<file path="config.mk">
export PLATFORM = sky130hd
export DESIGN_NAME = boxcar_notch_filter
export DESIGN_NICKNAME = d
export VERILOG_FILES = /design/src/rtl/filter_pkg.sv /design/src/rtl/boxcar_lane.sv /design/src/rtl/boxcar_notch_filter.sv
export SDC_FILE = /design/constraint.sdc
export NUM_CORES = 2
export LEC_CHECK = 0
export ABC_AREA = 1
export CAP_MARGIN = 20
export CORE_MARGIN = 2
export CORE_UTILIZATION = 60
export DETAILED_ROUTE_END_ITERATION = 6
export GPL_TIMING_DRIVEN = 0
export PLACE_DENSITY = 0.74
export SYNTH_ARGS = -nofsm -noshare
export SYNTH_HDL_FRONTEND = slang
export SYNTH_SLANG_ARGS = --single-unit
</file>
<file path="constraint.sdc">
create_clock -name clk -period 97.2 [get_ports clk]
set_clock_uncertainty 0.05 [all_clocks]
set_input_delay 19.44 -clock clk [delete_from_list [all_inputs] [get_ports clk]]
set_output_delay 19.44 -clock clk [all_outputs]
set_load 0.01 [all_outputs]
</file>
<file path="src/rtl/filter_pkg.sv">
// Shared types and helpers for the boxcar notch filter and its lanes.
package filter_pkg;

    typedef enum logic [1:0] {
        ST_FILL   = 2'd0,
        ST_RUN    = 2'd1,
        ST_RETUNE = 2'd2
    } state_t;

    function automatic int acc_width(input int data_width, input int max_window);
        return data_width + $clog2(max_window) + 1;
    endfunction

    function automatic int clamp_window(input int req, input int max_window);
        if (req < 1) return 1;
        if (req > max_window) return max_window;
        return req;
    endfunction

    // Rounded fixed-point 1/w; w is always a clamped window, never zero.
    function automatic int reciprocal(input int w, input int shift);
        return ((1 << shift) + w / 2) / w;
    endfunction

endpackage

</file>
<file path="src/rtl/boxcar_lane.sv">
// One filter lane: circular sample buffer, running sum, reciprocal scale,
// round-half-up and saturation back to the sample width.
module boxcar_lane
    import filter_pkg::*;
#(
    parameter int  DATA_WIDTH  = 12,
    parameter int  MAX_WINDOW  = 32,
    parameter int  RECIP_SHIFT = 16,
    localparam int PW          = $clog2(MAX_WINDOW),
    localparam int RW          = RECIP_SHIFT + 1
) (
    input  logic                  clk,
    input  logic                  rst,
    input  logic                  clear,
    input  logic                  accept,
    input  logic                  fill,
    input  logic [PW-1:0]         w_m1,
    input  logic [RW-1:0]         recip,
    input  logic [DATA_WIDTH-1:0] sample,
    output logic [DATA_WIDTH-1:0] scaled
);
    localparam int AW  = acc_width(DATA_WIDTH, MAX_WINDOW);
    localparam int PRW = AW + RW + 1;
    localparam logic signed [PRW-1:0] HALF   = PRW'(longint'(1) << (RECIP_SHIFT - 1));
    localparam logic signed [PRW-1:0] SAT_HI = PRW'((longint'(1) << (DATA_WIDTH - 1)) - 1);
    localparam logic signed [PRW-1:0] SAT_LO = PRW'(-(longint'(1) << (DATA_WIDTH - 1)));

    logic [DATA_WIDTH-1:0]        buf_mem [MAX_WINDOW];
    logic [PW-1:0]                wr_ptr;
    logic [PW-1:0]                rd_ptr;
    logic signed [AW-1:0]         acc;
    logic signed [DATA_WIDTH-1:0] s_new;
    logic signed [DATA_WIDTH-1:0] s_old;
    logic signed [PRW-1:0]        prod;
    logic signed [PRW-1:0]        rounded;

    // (wr_ptr - W) mod MAX_WINDOW with W = w_m1 + 1, kept inside PW bits
    assign rd_ptr = (wr_ptr > w_m1) ? wr_ptr - w_m1 - 1'b1
                                    : wr_ptr + (PW'(MAX_WINDOW - 1) - w_m1);
    assign s_new  = sample;
    assign s_old  = fill ? '0 : buf_mem[rd_ptr];

    always_ff @(posedge clk) begin
        if (rst) begin
            acc    <= '0;
            wr_ptr <= '0;
            for (int i = 0; i < MAX_WINDOW; i++) buf_mem[i] <= '0;
        end else if (clear) begin
            acc    <= '0;
            wr_ptr <= '0;
        end else if (accept) begin
            buf_mem[wr_ptr] <= sample;
            acc    <= acc + AW'(s_new) - AW'(s_old);
            wr_ptr <= (wr_ptr == PW'(MAX_WINDOW - 1)) ? '0 : wr_ptr + 1'b1;
        end
    end

    assign prod    = PRW'(acc) * PRW'($signed({1'b0, recip}));
    assign rounded = (prod + HALF) >>> RECIP_SHIFT;

    always_comb begin
        scaled = rounded[DATA_WIDTH-1:0];
        if (rounded > SAT_HI)      scaled = SAT_HI[DATA_WIDTH-1:0];
        else if (rounded < SAT_LO) scaled = SAT_LO[DATA_WIDTH-1:0];
    end

endmodule

</file>
<file path="src/rtl/boxcar_notch_filter.sv">
// Multi-lane boxcar notch with run-time window, fill tracking, retune on
// window change and a bypass path matched to the two-stage filter latency.
//   state     | meaning
//   ST_FILL   | window not yet full; accepted samples counted, no filter output
//   ST_RUN    | window full; every accepted sample yields one output
//   ST_RETUNE | first cycle after a window change; lanes freshly cleared
module boxcar_notch_filter
    import filter_pkg::*;
#(
    parameter int  DATA_WIDTH     = 12,
    parameter int  CHANNELS       = 1,
    parameter int  MAX_WINDOW     = 32,
    parameter int  DEFAULT_WINDOW = 21,
    parameter int  RECIP_SHIFT    = 16,
    localparam int WL             = $clog2(MAX_WINDOW + 1)
) (
    input  logic                           clk,
    input  logic                           rst,
    input  logic                           in_valid,
    input  logic [CHANNELS*DATA_WIDTH-1:0] in_data,
    input  logic [WL-1:0]                  win_len,
    input  logic                           bypass,
    output logic                           out_valid,
    output logic [CHANNELS*DATA_WIDTH-1:0] out_data,
    output logic                           filling
);
    localparam int PW    = $clog2(MAX_WINDOW);
    localparam int RW    = RECIP_SHIFT + 1;
    localparam int W_RST = clamp_window(DEFAULT_WINDOW, MAX_WINDOW);
    localparam int R_RST = reciprocal(W_RST, RECIP_SHIFT);

    state_t                         state;
    logic [PW-1:0]                  w_m1_reg;
    logic [PW-1:0]                  w_m1_req;
    logic [PW-1:0]                  fill_cnt;
    logic [RW-1:0]                  recip_reg;
    logic [RW-1:0]                  recip_req;
    logic                           retune_det;
    logic                           accept;
    logic                           fill_done;
    logic                           v1;
    logic                           byp_valid;
    logic [CHANNELS*DATA_WIDTH-1:0] byp_data;
    logic [CHANNELS*DATA_WIDTH-1:0] lane_out;

    // Window held as W-1 so it fits the pointer width even at W = MAX_WINDOW
    assign w_m1_req   = PW'(clamp_window(int'(win_len), MAX_WINDOW) - 1);
    assign recip_req  = RW'(reciprocal(clamp_window(int'(win_len), MAX_WINDOW), RECIP_SHIFT));
    assign retune_det = (w_m1_req != w_m1_reg);
    assign accept     = in_valid && !retune_det;
    assign fill_done  = (fill_cnt == w_m1_reg);

    always_ff @(posedge clk) begin
        if (rst) begin
            state     <= ST_FILL;
            w_m1_reg  <= PW'(W_RST - 1);
            recip_reg <= RW'(R_RST);
            fill_cnt  <= '0;
            v1        <= 1'b0;
            filling   <= 1'b1;
        end else if (retune_det) begin
            state     <= ST_RETUNE;
            w_m1_reg  <= w_m1_req;
            recip_reg <= recip_req;
            fill_cnt  <= '0;
            v1        <= 1'b0;
            filling   <= 1'b1;
        end else begin
            case (state)
                ST_RUN: v1 <= in_valid;
                default: begin
                    v1 <= in_valid && fill_done;
                    if (in_valid && fill_done) begin
                        state    <= ST_RUN;
                        fill_cnt <= '0;
                        filling  <= 1'b0;
                    end else begin
                        state <= ST_FILL;
                        if (in_valid) fill_cnt <= fill_cnt + 1'b1;
                    end
                end
            endcase
        end
    end

    for (genvar c = 0; c < CHANNELS; c++) begin : g_lane
        boxcar_lane #(
            .DATA_WIDTH (DATA_WIDTH),
            .MAX_WINDOW (MAX_WINDOW),
            .RECIP_SHIFT(RECIP_SHIFT)
        ) u_lane (
            .clk   (clk),
            .rst   (rst),
            .clear (retune_det),
            .accept(accept),
            .fill  (state != ST_RUN),
            .w_m1  (w_m1_reg),
            .recip (recip_reg),
            .sample(in_data[c*DATA_WIDTH +: DATA_WIDTH]),
            .scaled(lane_out[c*DATA_WIDTH +: DATA_WIDTH])
        );
    end

    // Stage 2: bypass taps one register behind the input to match filter latency
    always_ff @(posedge clk) begin
        if (rst) begin
            byp_data  <= '0;
            byp_valid <= 1'b0;
            out_data  <= '0;
            out_valid <= 1'b0;
        end else begin
            byp_data  <= in_data;
            byp_valid <= in_valid;
            if (bypass) begin
                out_valid <= byp_valid;
                out_data  <= byp_data;
            end else begin
                out_valid <= v1;
                if (v1) out_data <= lane_out;
            end
        end
    end

endmodule

</file>
# Word level (Yosys, flattened, before mapping)
# Memories as Yosys holds them, arrays and structs flattened.
# Index checks and enable logic that the tools add are counted.
# op_classes
add_sub_neg	12
mul	1
div	1
n_lt_le_gt_ge	5
eq_ne	6
muxes	30
bitwise_logic	2
n_reduce_logical	9
# op_table
cell	n
32-bit two-way mux	3
12-bit two-way mux	6
36-bit by 17-bit adder with 36-bit output (second input constant)	1
18-bit by 18-bit multiplier with 36-bit output	1
18-bit by 32-bit adder with 32-bit output (first input constant)	1
32-bit by 1-bit adder with 32-bit output	1
32-bit by 32-bit divider with 32-bit output	1
5-bit two-way mux	5
20-bit by 12-bit greater-than comparator with 1-bit output (second input constant)	1
20-bit by 12-bit < comparator with 1-bit output (second input constant)	1
18-bit by 12-bit adder with 18-bit output	1
18-bit by 12-bit subtractor with 18-bit output	1
1-bit two-way mux	14
12-bit OR reduction	1
5-bit by 1-bit adder with 5-bit output (second input constant)	2
6-bit greater-than comparator (second input constant)	1
6-bit by 1-bit < comparator with 1-bit output (second input constant)	1
5-bit adder	1
5-bit == test	1
5-bit == test (second input constant)	1
5-bit greater-than comparator	1
5-bit != test	1
5-bit by 1-bit subtractor with 5-bit output (second input constant)	1
5-bit by 2-bit subtractor with 5-bit output (second input constant)	1
other kinds (13)	17
# word_totals
regBits	80
ramBits	384
inputBits	22
output_inout_bits	14
word_cells	80
mem_count	1
# memory_table
memory	words	word_bits	rd	rd_clocked_by_memory_dff	write_ports	line	text
g_lane[0].u_lane.buf_mem	32	12	1	0	32	boxcar_lane.sv:28	logic [DATA_WIDTH-1:0] buf_mem [MAX_WINDOW];

# Longest topological paths before layout
# depth
depth_word	15
depth_mapped	416
ltp_nobuf	393

# Modules after synthesis
# From an unflattened synthesis, not the netlist that was laid out.
# hier_totals
hier_cells	8423
area_unflattened_um2	59819.9
# modules_own_cells
mod	n_inst	cells_each	area_per_inst_um2	seq_area_each_um2
boxcar_lane	1	3722	32516.2	11991.5
boxcar_notch_filter	1	4701	27303.7	1141.1

# Worst setup path before layout
# No wires, ideal clock.
# synth_timing
path_kind	in2reg
startpoint	in win_len[5]
endpoint	reg recip_reg[0]
setup_time_ps	117
t_arrival_ps	75315
t_required_ps	97033
path_slack_ps	21718
path_stages	403
path_buffers	26
cell_sequence	buf_6 inv_8 nand2_1 ha_1 nand3_2 nor2_2 nand2_1 inv_1 ha_1 or2_1 nand3_1 nor2_2 ha_1 nand2_1 nand3b_1 nand2_1 nand2_1 nand2_1 [367 not listed] nand3_4 buf_4 nand2_1 o21ai_1 ha_1 a21boi_0 o21a_1 o21a_1 o21ai_0 nand2_1 a21oi_1 o211ai_1 inv_1 nand3_1 nor2_1 nand3_1 nor2_1 a21oi_1
# synth_between
elab_chain_len	9
word_cells_on_any_way	15
classes_between	add/sub (3); div (1); order compare (2); eq/ne (1); mux (7); bitwise (1)
# synth_rtl
item	line	text
from (decl)	boxcar_notch_filter.sv:21	input logic [WL-1:0] win_len,
6-bit greater-than comparator / 6-bit by 1-bit < comparator with 1-bit output (equally long branches)	filter_pkg.sv:16, filter_pkg.sv:15	
1-bit two-way mux, on equally long branches	filter_pkg.sv:16, filter_pkg.sv:15	
1-bit two-way mux / 32-bit two-way mux (equally long branches)	filter_pkg.sv:16	if (req > max_window) return max_window;
32-bit two-way mux	filter_pkg.sv:17	return req;
32-bit two-way mux *	filter_pkg.sv:16	
1-bit bitwise AND (no source line)	-	
32-bit by 1-bit adder with 32-bit output (no source line)	-	
18-bit by 32-bit adder with 32-bit output	filter_pkg.sv:22	return ((1 << shift) + w / 2) / w;
32-bit by 32-bit divider with 32-bit output	filter_pkg.sv:22	
to (signal assigned)	boxcar_notch_filter.sv:57	recip_reg <= RW'(R_RST);
to (signal assigned)	boxcar_notch_filter.sv:64	recip_reg <= recip_req;
to (decl)	boxcar_notch_filter.sv:36	logic [RW-1:0] recip_reg;
# Every way passes the cells marked *; elsewhere a longest branch is shown, timed or not. The select of a mux whose other input is x is not followed.
# A chain may end at the register's enable or synchronous reset.

# Worst setup path in the final report
# layout_timing
startpoint	in win_len[3]
endpoint	reg recip_reg[0]
# layout_between
word_cells_on_any_way	15
classes_between	add/sub (3); div (1); order compare (2); eq/ne (1); mux (7); bitwise (1)
# layout_rtl
item	line	text
6-bit by 1-bit < comparator with 1-bit output / 6-bit greater-than comparator (equally long branches)	filter_pkg.sv:15, filter_pkg.sv:16	
1-bit two-way mux, on equally long branches	filter_pkg.sv:15, filter_pkg.sv:16	
32-bit two-way mux / 1-bit two-way mux (equally long branches)	filter_pkg.sv:16	
32-bit two-way mux	filter_pkg.sv:17	
32-bit two-way mux *	filter_pkg.sv:16	
5-bit by 2-bit subtractor with 5-bit output *	boxcar_notch_filter.sv:47	assign w_m1_req = PW'(clamp_window(int'(win_len), MAX_WINDOW) - 1);
named net w_m1_req[0]	boxcar_notch_filter.sv:34	logic [PW-1:0] w_m1_req;
5-bit != test *	boxcar_notch_filter.sv:49	assign retune_det = (w_m1_req != w_m1_reg);
# The timed path passes the listed nets; every way through them passes the cells marked *. The select of a mux whose other input is x is not followed.

==> summary.txt <==
Status
  – Status: complete, no violations

Run
  – Max Cap Viol: 0

Die
  – Initial Util: 60.3%
  – # IOs: 36
  – Row count: 115
  – Die width: 318 microns
  – Full die area: 0.101 sq mm
  – Core area: 0.0980 sq mm
  – Die height: 318 microns

Global route
  – Global route overflow: 0
  – Global-route wire length before repair: 273000 microns
  – Largest net degree at the start of global routing: 36
  – Total track usage: 33.7%
  – Initial antenna violation count: 1
  – Vias in the first global route: 51402

Routing
  – Drt drc: 0
  – DR pass1 iterations: 6
  – Wirelength, routed: 172000 microns
  – Vias: 53048
  – Initial DRC count: 4616
  – Average vias per placed instance: 5.65
  – Routed len/inst: 18.3 microns
  – DRT antenna net count: 0

Synth
  – Yosys top cell by area: edfxtp_1
  – Post-synthesis simple-gate area fraction: 35.9%
  – Synth top area share: 19.5%
  – EDFF count, synth: 384
  – Syn. warnings: 0
  – Synth unique cells: 86
  – Synth Area in Compound Gates: 9.12%
  – Sequential element share of the synthesized area: 22.2%
  – Post-Synth XOR/XNOR Area: 3.42%
  – Async SR Flop Fraction: 0%
  – Mux share of post-synthesis cell area: 0.0169%
  – Ys flop type: edfxtp_1
  – Avg Cell Area, Syn: 7.42 sq um
  – Main combinational cell family by area after synthesis: simple AND/OR/NAND/NOR gates
  – Synthesized instance count: 7971
  – Synthesized cell area: 0.0591 sq mm
  – Ranking of synthesized cells by area: edfxtp_1, nand2_1, fa_1, inv_1, ha_1
  – Synth Area in Adders: 17.7%
  – Post-synthesis register bit count: 464

Worst setup path
  – CP startpoint: win_len[3]
  – Crit path to: recip_reg[0]
  – Crit path buffers/inverters: 89
  – CP max stage delay: 0.80 ns
  – Critical path depth: 399
  – Top Family by Delay on Critical Path: simple AND/OR/NAND/NOR gates
  – FF-to-FF Start: recip_reg[8]
  – Kind of critical path: in2reg
  – Startpoint types: input pin
  – CP max FO: 32
  – Setup crit end kind: flop
  – CP arrival: 87.31 ns
  – CP most frequent cell: nand2_1
  – Req. time, crit path: 97.61 ns
  – Reg2Reg Setup Slack: 86.37 ns
  – CP max stage cell: inv_2
  – Worst Reg-to-Reg Cells: 50
  – FF-to-FF End: out_data[7]

Final layout
  – Fill cell count: 8892
  – Most frequent cells in the layout: nand2_1, inv_1, nor2_1
  – Max reg flops: 384
  – Commonest non-fill, non-tap cell in the layout: nand2_1
  – Fin nets: 8738
  – Layout cells sized above 1: 13.4%
  – N_diodes: 0
  – Synth-to-layout area growth: 6.03%

Clock network
  – Post_cts resized: 0
  – Worst-Skew Late Latency: 0.62 ns
  – Clk sinks: 464
  – Post-CTS Repair Setup Buffers: 0
  – CTS tree: done
  – CTS Hold Buffers Added: 0
  – Clock Pin Slew Worst Setup and Hold Paths: 0.07 ns
  – H-tree depth: 2
  – Maximum root-to-sink buffer count: 3
  – Total CTS buffers: 42
  – CTS Root Buffer Type: clkbuf_16

Hold path
  – Min-delay worst type: reg2reg

STA
  – Final setup fails: 0
  – Worst-Margin Slew: 1.09 ns
  – RSZ-0062 raised after global routing: no
  – Slew headroom: 27.1%
  – Max-slew violations: 0
  – Max Clk Rate: 11.5 MHz
  – Fin. Hold Viols: 0
  – Setup TNS: 0 ns
  – Period minus WS final: 86.90 ns
  – Final Cycle Share: 89.4%

Placed design
  – HPWL Detailed: 138000 microns
  – Port Buf Inserts: 33
  – Routability Congestion: 1.03
## logic make-up (layout without fill, tap and decap cells)
family,count (synthesis),in the layout
simple gates,4138,4138
buf+inv,1646,1757
compound gates,850,850
fa+ha+maj,641,641
flops,464,464
xor+xnor,229,229
other cells,2,25
mux,1,1
## Yosys cell counts (15+ instances only)
cell,number
nand2_1,1829
inv_1,1196
nor2_1,886
edfxtp_1,384
nand3_1,372
fa_1,328
ha_1,313
a21oi_1,286
clkbuf_1,224
nand2_2,216
o21ai_0,195
nand4_1,178
nand3_2,146
xor2_1,134
nor2_2,107
nand2_4,93
xnor2_1,93
dfxtp_1,80
inv_2,77
nand3_4,69
nor2_4,69
a32o_1,54
o21ai_1,52
o21ai_2,45
clkinv_1,43
nand3b_1,42
nor3_1,37
a32oi_1,34
o211ai_1,32
or2_2,31
a31oi_1,24
o21bai_1,22
a21o_1,20
buf_6,18
nor2_8,18
inv_4,15
## final cells by class
type	count	area, sq um	area share, %
plain buffers	283	1540	2.46
flip-flops and latches	464	13100	20.9
clock buffers	53	1130	1.81
well taps	1287	1610	2.57
repair buffers	37	405	0.647
inverters	1363	5310	8.48
clock inverters	21	325	0.519
multi-input cells	5884	39200	62.6
## per-layer routing
metal | GRT usage, % | part of all wire [%]
met5 | 0 | 0.0076
met4 | 15.0 | 5.1
met3 | 3.34 | 7.0
met2 | 57.5 | 47
met1 | 43.3 | 41
## stage by stage
stage | std cells | hold WS (ns) | setup slack (ns) | utilization [%] | cell area (sq um)
floorplan | 7994 | 0.362 | 21.72 | - | 59200
global placement | 9314 | 0.405 | 10.84 | 62.4 | 61200
detailed placement | 9317 | 0.408 | 10.26 | 62.5 | 61200
CTS | 9391 | 0.418 | 10.65 | 64.0 | 62700
global route | 9392 | 0.437 | 4.74 | 64.0 | 62700
finish | 9392 | 0.415 | 10.30 | 64.0 | 62700
## worst reg2reg max path, delay by kind of cell, from the launching register on
kind / cells / cell delay, ns
DFF: 1 / 0.31
xor gates and xnor gates: 1 / 0.26
adders and majority gates: 7 / 3.36
AOI/OAI and AO/OA: 18 / 3.73
and+or+nand+nor: 8 / 0.74
buffers and inverters: 16 / 2.28
## how the worst min path moves through the flow
stage / from / endpoint / slack [ns] / cells past startpoint
after CTS: out_data[11] / out_data[11] / 0.42 / 2
final: out_data[11] / out_data[11] / 0.42 / 2
after global routing: out_data[2] / out_data[2] / 0.44 / 2
after detailed placement: out_data[11] / out_data[11] / 0.41 / 2
after global placement: byp_data[5] / out_data[5] / 0.40 / 2
after floorplan: byp_valid / out_valid / 0.36 / 2
Power is not shown: default switching activity piles up to over one toggle a cycle in this logic, so the estimate is an artifact.
